File: config.mk
export PLATFORM = sky130hd
export DESIGN_NAME = fa_display_ctrl
export DESIGN_NICKNAME = d
export VERILOG_FILES = /design/src/rtl/fa_display_ctrl.sv
export SDC_FILE = /design/constraint.sdc
export NUM_CORES = 1
export LEC_CHECK = 0
export CELL_PAD_IN_SITES_DETAIL_PLACEMENT = 0
export CELL_PAD_IN_SITES_GLOBAL_PLACEMENT = 2
export CORE_MARGIN = 2
export CORE_UTILIZATION = 41
export CTS_CLUSTER_DIAMETER = 40
export CTS_CLUSTER_SIZE = 20
export DETAILED_ROUTE_END_ITERATION = 16
export GPL_ROUTABILITY_DRIVEN = 1
export PLACE_DENSITY_LB_ADDON = 0.1
export SKIP_LAST_GASP = 1
export SYNTH_ARGS = -nofsm -noshare
export SYNTH_HDL_FRONTEND = slang
export SYNTH_SLANG_ARGS = --single-unit
File: constraint.sdc
create_clock -name clk -period 3.8 [get_ports clk]
set_input_delay 0.76 -clock clk [delete_from_list [all_inputs] [get_ports clk]]
set_output_delay 0.76 -clock clk [all_outputs]
set_load 0.01 [all_outputs]
File: src/rtl/fa_display_ctrl.sv
// fa_display_ctrl: stepped full-adder demo driving a 4-digit common-anode
// seven-segment display. A debounced push button advances {a,b,cin}, the
// slide switch selects the display mode (inputs/total or carry/sum), and the
// four digits are time-multiplexed over one active-low segment bus.
//
// Build option: define FA_DISP_BLANK_EN to blank all anodes for the first
// BLANK_CYCLES cycles of every digit slot (anti-ghosting). Without it the
// selected anode is driven for the whole slot.

module fa_display_ctrl #(
  parameter int unsigned DEBOUNCE_CYCLES = 250000,
  parameter int unsigned SCAN_CYCLES     = 50000,
  parameter int unsigned BLANK_CYCLES    = 500
) (
  input  logic       clk,
  input  logic       rst,
  input  logic       btn,
  input  logic       sw,
  output logic [6:0] seg,
  output logic [3:0] an,
  output logic       dp,
  output logic [2:0] vec
);

  localparam int unsigned DB_W = $clog2(DEBOUNCE_CYCLES);
  localparam int unsigned SC_W = $clog2(SCAN_CYCLES);

  localparam logic [DB_W-1:0] DB_LAST   = DB_W'(DEBOUNCE_CYCLES - 1);
  localparam logic [SC_W-1:0] SCAN_LAST = SC_W'(SCAN_CYCLES - 1);

`ifdef FA_DISP_BLANK_EN
  localparam bit BLANK_EN = 1'b1;
`else
  localparam bit BLANK_EN = 1'b0;
`endif

  localparam logic [3:0] CODE_BLANK = 4'hF;
  localparam logic [6:0] SEG_BLANK  = 7'b1111111;

  logic            btn_meta, sync_btn;
  logic            sw_meta, mode;
  logic            btn_state;
  logic [DB_W-1:0] db_cnt;
  logic [SC_W-1:0] scan_cnt;
  logic [1:0]      digit_idx;

  logic       a, b, cin;
  logic       sum, carry;
  logic [1:0] total;
  logic [3:0] code;
  logic       blank;

  // Seven-segment decode, {g..a} active-low; anything outside 0..9 is blank.
  function automatic logic [6:0] seg_decode(input logic [3:0] digit);
    case (digit)
      4'd0:    seg_decode = 7'b1000000;
      4'd1:    seg_decode = 7'b1111001;
      4'd2:    seg_decode = 7'b0100100;
      4'd3:    seg_decode = 7'b0110000;
      4'd4:    seg_decode = 7'b0011001;
      4'd5:    seg_decode = 7'b0010010;
      4'd6:    seg_decode = 7'b0000010;
      4'd7:    seg_decode = 7'b1111000;
      4'd8:    seg_decode = 7'b0000000;
      4'd9:    seg_decode = 7'b0011000;
      default: seg_decode = SEG_BLANK;
    endcase
  endfunction

  // Two-flop synchronizers for the asynchronous button and switch.
  // NOTE: sequential state uses non-blocking (<=) so every flop samples pre-edge values; blocking here would collapse the two sync stages into one.
  always_ff @(posedge clk or posedge rst) begin
    if (rst) begin
      btn_meta <= 1'b0;
      sync_btn <= 1'b0;
      sw_meta  <= 1'b0;
      mode     <= 1'b0;
    end else begin
      btn_meta <= btn;
      sync_btn <= btn_meta;
      sw_meta  <= sw;
      mode     <= sw_meta;
    end
  end

  // Debounce: accept a level after DEBOUNCE_CYCLES differing cycles; a press step advances vec.
  always_ff @(posedge clk or posedge rst) begin
    if (rst) begin
      db_cnt    <= '0;
      btn_state <= 1'b0;
      vec       <= 3'b000;
    end else if (sync_btn == btn_state) begin
      db_cnt <= '0;
    end else if (db_cnt == DB_LAST) begin
      db_cnt    <= '0;
      btn_state <= sync_btn;
      if (sync_btn) begin
        vec <= vec + 3'd1;
      end
    end else begin
      db_cnt <= db_cnt + DB_W'(1);
    end
  end

  // Digit scan: each slot lasts SCAN_CYCLES cycles, digits rotate 0->1->2->3->0.
  always_ff @(posedge clk or posedge rst) begin
    if (rst) begin
      scan_cnt  <= '0;
      digit_idx <= 2'd0;
    end else if (scan_cnt == SCAN_LAST) begin
      scan_cnt  <= '0;
      digit_idx <= digit_idx + 2'd1;
    end else begin
      scan_cnt <= scan_cnt + SC_W'(1);
    end
  end

  // Full adder on the current vector.
  assign a     = vec[2];
  assign b     = vec[1];
  assign cin   = vec[0];
  assign sum   = a ^ b ^ cin;
  assign carry = (a & b) | (a & cin) | (b & cin);
  assign total = {1'b0, a} + {1'b0, b} + {1'b0, cin};

  assign blank = BLANK_EN && (scan_cnt < SC_W'(BLANK_CYCLES));

  // Select the value shown on the current digit for the active mode.
  always_comb begin
    // NOTE: default assignment first so no path leaves code unassigned (avoids an inferred latch).
    code = CODE_BLANK;
    if (!mode) begin
      case (digit_idx)
        2'd0: code = {2'b00, total};
        2'd1: code = {3'b000, cin};
        2'd2: code = {3'b000, b};
        2'd3: code = {3'b000, a};
        default: code = CODE_BLANK;
      endcase
    end else begin
      case (digit_idx)
        2'd0: code = {3'b000, sum};
        2'd1: code = {3'b000, carry};
        default: code = CODE_BLANK;
      endcase
    end
  end

  // Registered display outputs, refreshed every cycle from the current scan state.
  always_ff @(posedge clk or posedge rst) begin
    if (rst) begin
      seg <= SEG_BLANK;
      an  <= 4'b1111;
      dp  <= 1'b1;
    end else begin
      seg <= blank ? SEG_BLANK : seg_decode(code);
      an  <= blank ? 4'b1111 : ~(4'b0001 << digit_idx);
      dp  <= ~((digit_idx == 2'd0) && !mode);
    end
  end

endmodule

# After elaboration in Yosys (flattened, before gate mapping)
# Memory sizes are Yosys's and may differ from the RTL's. A register that Yosys moved wholly into a read port is not among the register bits.
# Cells that the tools add are included.
# Widths: inputs -> output; s select.
[classes]
n_addsub = 6
eq_ne = 6
shifts = 1
n_mux = 6
bitwise = 10
reduce_logical = 5
[op_table]
columns = ["cell", "n"]
rows = [
  ["$mux 18", 2],
  ["$add 18x1->18 const B", 1],
  ["$eq 18x18->1 const B", 1],
  ["$add 16x1->16 const B", 1],
  ["$eq 16x16->1 const B", 1],
  ["$mux 16", 1],
  ["$pmux 4 s4", 1],
  ["$pmux 4 s2", 1],
  ["$eq 2x2->1 const B", 2],
  ["$mux 4", 1],
  ["$not 4->4", 1],
  ["$shl 1x2->4 const A", 1],
  ["$add 3x1->3 const B", 1],
  ["$and 1x1->1", 3],
  ["$reduce_and 3->1", 1],
  ["$add 1x1->2", 1],
  ["$add 2x1->2", 1],
  ["$add 2x1->2 const B", 1],
  ["$eq 2x1->1 const B", 1],
  ["$logic_not 2->1", 1],
  ["$not 1->1", 2],
  ["$or 1x1->1", 2],
  ["$reduce_and 2->1", 1],
  ["$xor 1x1->1", 2],
  ["3 further kinds", 3],
]
[totals]
reg_bits = 49
mem_bits_ro = 112
inputBits = 4
out_inout_bits = 15
word_cells = 46
n_memories = 1
[mem_list]
columns = ["memory", "depth", "word_bits", "rd", "rd_ports_with_merged_regs", "write_ports", "line_no", "source"]
rows = [
  ["(name not given)", 16, 7, 1, 1, 0, "55", "case (digit)"],
]

# Logic depth before layout (Yosys ltp)
# Gate-level depths: netlist (run 1).
[logic_depth]
ltp_word = 5
ltp_mapped = 7
mapped_depth_nobuf = 6

# Worst setup path before layout (run 1)
# OpenSTA, ideal clock, no wires.
[synth_timing]
path_type = "register -> register"
from = "register db_cnt[0]"
to = "register db_cnt[10]"
setup_time_ns = 0.119
arrival_ns = 1.570
required_ns = 3.681
path_slack_ns = 2.112
path_stages_with_launch = 8
path_buffers = 2
period_less_slack_ns = 1.688
path_cell_list = "dfrtp_1 ha_1 nand3_2 nor4_2 a21o_2 clkbuf_8 buf_4 nor2_1"
[synth_via]
elab_chain_len = 3
word_cells_on_any_way = 4
cone_classes = "1 x add/sub; 1 x eq/ne; 2 x mux"
[synth_lines]
columns = ["element", "line_no", "source"]
rows = [
  ["from (decl)", "43", "logic [DB_W-1:0] db_cnt;"],
  ["from (signal assigned)", "101", "db_cnt <= db_cnt + DB_W'(1);"],
  ["$add 18x1->18 or $eq 18x18->1 (tied branches)", "101, 94", ""],
  ["$mux 18 (*)", "94", "end else if (db_cnt == DB_LAST) begin"],
  ["$mux 18 (*)", "92", "end else if (sync_btn == btn_state) begin"],
]
# Every way passes the cells marked *; elsewhere a longest branch is shown, timed or not.
# A chain may end at the register's enable or synchronous reset.

# Worst setup path after layout (run 1)
[layout_timing]
from = "register vec[0]"
to = "output vec[0]"
[layout_rtl]
columns = ["element", "line_no", "source"]
rows = [
  ["from (decl)", "22", "output logic [2:0] vec"],
  ["from (signal assigned)", "98", "vec <= vec + 3'd1;"],
]
# No word-level cell between the ends.

==> results of run 1 <==
-- power breakdown --
part | total, mW | switching (mW) | internal, mW
combinational | 0.0275 | 0.0182 | 0.00930
sequential | 0.596 | 0.00489 | 0.591
clock | 0.307 | 0.177 | 0.130
-- synth_stat cells (2+ instances only) --
| master | count |
|---|---|
| a21o_1 | 2 |
| a21oi_1 | 3 |
| and3_1 | 5 |
| and4_1 | 5 |
| buf_4 | 3 |
| clkbuf_8 | 2 |
| dfrtp_1 | 44 |
| dfstp_2 | 11 |
| ha_1 | 8 |
| inv_1 | 14 |
| mux2_2 | 2 |
| nand2_1 | 13 |
| nand2b_1 | 2 |
| nand3_1 | 12 |
| nand3b_1 | 2 |
| nand4_1 | 8 |
| nor2_1 | 28 |
| nor2b_1 | 2 |
| nor3_1 | 4 |
| nor4_1 | 6 |
| nor4b_1 | 2 |
| nor4bb_1 | 2 |
| o21ai_0 | 5 |
| or3_1 | 2 |
| xnor2_1 | 17 |
| xor2_1 | 12 |
-- placed cells by master (no fill, tap or decap), types with 6 or more instances in the layout --
cell / instances
dfrtp_1: 44
dfstp_2: 11
nor2_1: 28
nor4_1: 6
nand3_1: 12
xor2_1: 12
inv_1: 13
nand2_1: 13
nand4_1: 8
ha_1: 8
clkdlybuf4s50_1: 18
xnor2_1: 17
-- worst max-delay path by stage --
stage / from / endpoint / cells past startpoint
after detailed placement: db_cnt[0] / db_cnt[15] / 5
after global routing: vec[0] / vec[0] / 1
after global placement: scan_cnt[0] / scan_cnt[11] / 5
final: vec[0] / vec[0] / 1
after CTS: vec[0] / vec[0] / 1
after floorplan: rst / btn_meta / 1
-- cell families (layout without fill, tap and decap cells) --
| family | after synthesis | count (layout) |
|---|---|---|
| compound gates | 17 | 17 |
| flops | 55 | 55 |
| xor+xnor | 29 | 29 |
| buf+inv | 20 | 42 |
| mux | 2 | 2 |
| fa+ha+maj | 9 | 9 |
| simple gates | 100 | 100 |
-- per-layer routing --
layer	track usage, %	vias up	wire (um)
met5	0	-	0
met4	3.58	0	46
met3	3.68	5	132
met2	21.3	21	1980
met1	21.2	804	2340
li1	-	833	-
-- cell type report --
type	count	share of cell area [%]
Clock buffer	7	2.64
Clock inverter	1	0.173
Inverter	14	1.82
Multi-Input combinational cell	157	37.2
Sequential cell	55	48.2
Tap cell	75	3.25
Timing Repair Buffer	20	6.76
-- sequential cells by signal, indices dropped and copies added (netlist names) --
register	cells
sync_btn	1
vec	3
btn_meta	1
btn_state	1
an	4
dp	1
mode	1
db_cnt	18
scan_cnt	16
seg	6
digit_idx	2
sw_meta	1
-- metrics by stage --
stage	total power [mW]	cell area (um^2)	hold slack (ps)	setup slack, ps	cells
floorplan	0.625	2570	331	1720	232
global placement	0.636	2810	335	1970	321
detailed placement	0.636	2810	339	1900	321
CTS	0.946	2890	360	1640	329
global route	0.973	2890	375	1610	329
finish	0.930	2890	357	1670	329
==> results, run 1 <==
- The flow ran to the end, and the final reports show no timing, DRC or antenna violations.
- The power density over cell area is 322 nW/um^2.
- The number of antenna violations at the first check in global routing was 0.
- In this run the static leakage power is roughly 1.2 nW.
- By area the synthesized netlist is led by dfrtp_1 43%, dfstp_2 11%, xnor2_1 5.8%, nor2_1 4.1%, xor2_1 4.1%.
- The area share of the largest cell type after synthesis is 42.8%.
- After synthesis, the largest family of logic cells by area is simple AND/OR/NAND/NOR gates.
- The count of maximum capacitance violations is 0.
- The final hold violation count is 0.
- Of the total synthesized cell area, the portion taken by XOR and XNOR cells is 9.88%.
- The worst reg2reg path depth is 5.
- Synthesis instantiated 42 different standard cells from the library.
- STA classifies the critical path endpoint as a primary output.
- The area growth from synthesis to final layout is 12.3%.
- The worst-case IR drop observed on VDD is 0.000144 V.
- Synthesis produced a netlist with a net count of 245.
- The number of global-route vias before repair was 1,619.
- The die width is 83.2 um.
- The final-stage net count is ~270.
- The post-synth design cell area is approximately 2600 um^2.
- The detail-routed via count per cell is just over 5.
- The die footprint is 6920 um^2.
- The clock-pin slew on the worst setup and hold paths is approximately 90 ps.
- In this run the mean area of a mapped cell was 11.1 um^2.
- The maximum fanout count along the critical path is 6.
- Summed over all failing endpoints, the final setup total negative slack is 0 ps.
- After detailed routing, the number of remaining DRC violations is 0.
- The remaining antenna violation count is 0.
- The endpoint of the worst register-to-register path is db_cnt[4].
- Counting flops with a built-in enable in the synthesized netlist gives 0.
- The sequential cell area fraction in the yosys report is 54.1%.
- The timing-limited maximum frequency is 469 MHz.
- The root buffer cell chosen for the clock tree is clkbuf_8.
- The start-to-end type of the worst setup path is register to primary output.
- Setup repair after global routing left no endpoint under its margin.
- TritonCTS built the clock tree.
- The final critical-path required period is 2130 ps.
- The sink of the worst hold path is mode.
- The number of fill cells is ~570.
- The data arrival at the endpoint of the critical path is approximately 1400 ps.
- The effective utilization at floorplan is 42.9%.
- The kind of start point of the critical path is a register.
- The count of buffers inserted at the top-level ports is 18.
- The tightest slew margin relative to the limit is around 70%.
- The hold-critical path depth is 0.
- The area of the core is 5990 um^2.
- The portion of synthesized area spent on multiplexers is 0.876%.
- The slowest stage of the critical path is the clkdlybuf4s50_1 cell.
- The post-CTS resize count is 0.
- The proportion of register bits with asynchronous set or reset after synthesis is 100%.
- In this design, the stage delay of the slowest critical-path cell is 580 ps.
- 0 antenna diodes ended up in the layout.
- Cells fill 48.2% of the core in the end.
- The final RePlAce weighted congestion is around 0.76.
- For this block, the initial DRC count from the detailed router was 70.
- The final critical path takes up 56.1% of the cycle.
- The number of placement rows is 28.
- Traced cell by cell, the critical path runs through clkdlybuf4s50_1.
- The total area of sequential cells is 1390 um^2.
- The worst register-to-register path begins at db_cnt[0].
- The path class of the tightest hold or removal check is register to register.
- The setup violation total in the final timing report is 0.
- The multi-input combinational cell area is 1070 um^2.
- The synthesized design contains 55 register bits.
- The y dimension of the die is 83.2 um.
- After global routing the overflow that remains totals 0.
- Dividing the detail-routed wire length by the instance count gives approximately 14 um.
- The number of setup buffers added after CTS is 0.
- After technology mapping, the gate count stands at 232.
- The synthesized-area fraction occupied by and/or/nand/nor cells is 22.0%.
- For this block, the via count after detailed routing is 1,663.
- In this run, CTS created clock tree buffers numbering 5.
- The number of clock sinks is 55.
- After clock tree synthesis, the flow added hold-fix buffers numbering 0.
- CTS built an H-tree with a depth of 2.
- Among all flip-flop cells after synthesis, the most frequent one is dfrtp_1.
- The synthesized netlist devotes 4.33% of its cell area to compound gates.
- The largest clock skew in the final design is 5.65 ps.
- For the worst setup path, the data required time is 3040 ps.
- The leading area contributor after synthesis is dfrtp_1.
- The first TritonRoute pass finished after 3 iterations.
- The boundary pin count is 19.
- In this design, the largest share of critical-path delay is due to buffers and inverters.
- The setup slack of the most critical reg-to-reg path is 1930 ps.
- The maximum number of pins on one net before global-route repair is 23.
- The adder and majority cell fraction of the synthesized area is 4.67%.
- Detailed placement ended at an HPWL of 3.24 mm.
- The number of max-slew violations in the final report is 0.
- The fraction of layout instances using a drive strength above 1 is 11.4%.
- The first global-routing pass estimated 8.07 mm of wire.
- The longest clock path from root to sink contains 2 buffers.
- Global routing used 14.4% of the available tracks across all layers.
- The transition at the pin with the smallest max-transition slack is 451 ps.
- The startpoint of the lowest-slack hold path is sw_meta.
- For this run, the number of Yosys warnings is 0.
- The clock reaches the later pin of the worst-skew pair after 300 ps.
- The routed design has 4.50 mm of wire.
- The number of buffers and inverters on the critical path is 1.
No activity file was read; power rests on OpenSTA's default activity.
==> run 2: changes to the inputs <==
--- a/config.mk
+++ b/config.mk
@@ -8,7 +8,7 @@
 export CELL_PAD_IN_SITES_DETAIL_PLACEMENT = 0
 export CELL_PAD_IN_SITES_GLOBAL_PLACEMENT = 2
 export CORE_MARGIN = 2
-export CORE_UTILIZATION = 41
+export CORE_UTILIZATION = 35
 export CTS_CLUSTER_DIAMETER = 40
 export CTS_CLUSTER_SIZE = 20
 export DETAILED_ROUTE_END_ITERATION = 16
==> constraint.sdc (replaced) <==
create_clock -name clk -period 1.8 [get_ports clk]
set_input_delay 0.36 -clock clk [delete_from_list [all_inputs] [get_ports clk]]
set_output_delay 0.36 -clock clk [all_outputs]
set_load 0.01 [all_outputs]
==> results, run 2 (synthesis results as in run 1) <==
- The combinational power share is 3.2% (+0.2 points).
- The number of antenna violations at the first check in global routing was 0 (unchanged).
- The total internal power is 1.70 mW (+130%).
- The kind of start point of the critical path is a register.
- The library cells used most frequently in the layout, excluding fill and tap cells, are 44 x dfrtp_1, 28 x nor2_1, 18 x clkdlybuf4s50_1, 17 x xnor2_1.
- The count of maximum capacitance violations came to 0 (unchanged).
- The number of max-slew violations in the final report is 0 (unchanged).
- The number of placement rows is 31 (+11%).
- The count of buffer and inverter cells on the critical path was 1 (unchanged).
- The sum of negative setup slack was 0 ps (unchanged).
- The power density over cell area is 707 nW/um^2 (+120%).
- The boundary pin count is 19 (unchanged).
- Ranked by flip-flop count, first place goes to db_cnt.
- The die footprint is 8050 um^2 (+16%).
- The total leakage power was 1.30 nW (+6.0%).
- The remaining antenna violation count came to 0 (unchanged).
- The number of global-route vias before repair is 1,698 (+4.9%).
- The multi-input combinational cell area is 1070 um^2 (unchanged).
- The TritonCTS buffer count came to 5 (unchanged).
- By startpoint and endpoint, the worst setup path is classified as register to primary output.
- The highest ir drop seen on vdd is 0.000382 V (+170%).
- The die width came to 89.7 um (+7.8%).
- The remaining routing DRC violations is 0 (unchanged).
- The aggregate global-route resource usage is 12.7% (-1.7 points).
- The final hold violation count came to 0 (unchanged).
- Traced cell by cell, the critical path runs through clkdlybuf4s50_1.
- The routed wire length was 4.70 mm (+4.4%).
- The largest clock skew in the final design is 7.99 ps (+2.33 ps).
- The total area of sequential cells is 1390 um^2 (unchanged).
- The maximum fanout count along the critical path is 2 (-4).
- The net switching power came to 0.456 mW (+130%).
- The flow ran to the end, and the final reports show no timing, DRC or antenna violations.
- The number of levels in the clock H-tree is 2 (unchanged).
- The switching power share of the total is 21.2% (-0.32 points).
- The final RePlAce weighted congestion came to 0.717 (-5.4%).
- The wire length of the first global-routing pass is 8.24 mm (+2.0%).
- The setup violation total in the final timing report is 0 (unchanged).
- The smallest clock period supported by the final layout is computed as about 1700 ps.
- The data arrival at the endpoint of the critical path is 1370 ps (about the same).
- The number of fill cells is 705 (+24%).
- The final-stage net count was 276 (+3.8%).
- The fraction of layout instances using a drive strength above 1 is 15.2% (+3.7 points).
- Setup repair after global routing left no endpoint under its margin.
- The detailed placement HPWL is 3.40 mm (+5.0%).
- The total global routing overflow came to 0 (unchanged).
- The maximum number of pins on one net before global-route repair came to 23 (unchanged).
- The maximum buffer depth of the clock tree came to 2 (unchanged).
- The count of TritonRoute iterations in the first routing pass is 4 (+1).
- The wire length per cell is 12.9 um (-5.4%).
- The clock network power share is 38.4% (+5.4 points).
- Static timing analysis puts the maximum clock frequency at 577 MHz.
- The count of buffers inserted at the top-level ports came to 18 (unchanged).
- The slowest stage cell on the critical path is dfstp_2.
- The via count is 1,697 (+2.0%).
- The detail-routed via count per cell is 4.67 (-7.5%).
- The number of antenna diodes is 0 (unchanged).
- Of the available clock period, the critical path in the final layout requires between 90% and 100%.
- The clock-pin slew on the worst setup and hold paths is 100 ps (about the same).
- The worst setup path is captured at a primary output.
- The hold buffer count at CTS is 0 (unchanged).
- The TritonCTS clock tree is built.
- The count of non-filler cells in the finished layout came to 363 (+10%).
- The worst hold slack across all endpoints is 366 ps (+8.90 ps).
- The number of clock sinks came to 55 (unchanged).
- The clock tree root driver cell is clkbuf_8.
- The cell count after placement is 355 (+11%).
- The transition at the pin with the smallest max-transition slack is 470 ps (+19.6 ps).
- The tightest slew margin relative to the limit is 68.6% (-1.4 points).
- The power share of the sequential group is 58.4% (-5.7 points).
- The area growth from synthesis to final layout is 18.5%.
- The post-CTS resize count is 0 (unchanged).
- The area of the core was 7180 um^2 (+20%).
- The classification of the worst-slack hold path is primary input to asynchronous set/reset pin.
- The required time at the worst-slack endpoint is 1440 ps (-1600 ps).
- The flip-flop count of the largest register after layout is 18 (unchanged).
- The largest registers in the layout are db_cnt: 18 flops, scan_cnt: 16 flops, seg: 6 flops.
- The cell type group with the largest total delay on the critical path is flip-flops.
- The library cell used most frequently in the layout, excluding fill and tap cells, is dfrtp_1.
- The setup fix buffers added after clock tree synthesis is 0 (unchanged).
- The maximum single-stage delay on the critical path is 540 ps (-40 ps).
- The effective utilization at floorplan is 35.8% (-7.1 points).
- The clock insertion delay at the later pin of the skew report is 310 ps (about the same).
- The DRC marker count from the first detailed-route iteration is 36 (-49%).
- The y dimension of the die is 89.7 um (+7.8%).
==> run 2: cell types whose count changed in the layout (fill, tap and decap cells not counted), sizes merged <==
| cell | change |
|---|---|
| buf | +10 |
| clkinv | -1 |
| clkbuf | -1 |
| inv | +1 |
| bufinv | +1 |
==> run 2: area by class of cell <==
type | count | area share (%)
flip-flops and latches | 55 | 45.6
repair buffers | 30 | 9.69
inverters | 14 | 1.72
multi-input cells | 157 | 35.2
well taps | 99 | 4.07
clock inverters | 2 | 1.27
clock buffers | 6 | 2.38
==> run 2: worst paths after layout <==
check | depth (start not counted) | start | end | slack (ps)
max | 1 | seg[3] | seg[3] | 70
min | 2 | rst | sw_meta | 370
max reg2reg | 4 | db_cnt[13] | db_cnt[17] | 150
max in group asynchronous | 3 | rst | scan_cnt[14] | 920
min reg2reg | 0 | sw_meta | mode | 370
min in group clk | 0 | sw_meta | mode | 370
==> run 2: per-stage QoR <==
stage	util [%]	worst slack (ps)	power [mW]	cell area, um^2
detailed placement	40.9	172	1.35	2940
finish	42.5	66.3	2.15	3050
global placement	40.9	179	1.35	2940
floorplan	-	112	1.32	2570
global route	42.5	13.6	2.27	3050
CTS	42.5	42.0	2.20	3050
==> run 2: layer usage <==
layer | track usage, % | wire [um]
met5 | 0 | 0
met4 | 4.62 | 76
met3 | 2.85 | 115
met2 | 20.1 | 2220
met1 | 17.2 | 2290
==> run 2: power by group through the flow <==
stage               combinational [mW]  clock [mW]  sequential [mW]
CTS                             0.0726       0.869             1.26
global placement                0.0731           0             1.28
detailed placement              0.0721           0             1.28
floorplan                       0.0403           0             1.28
finish                          0.0687       0.826             1.26
global route                    0.0806       0.933             1.26
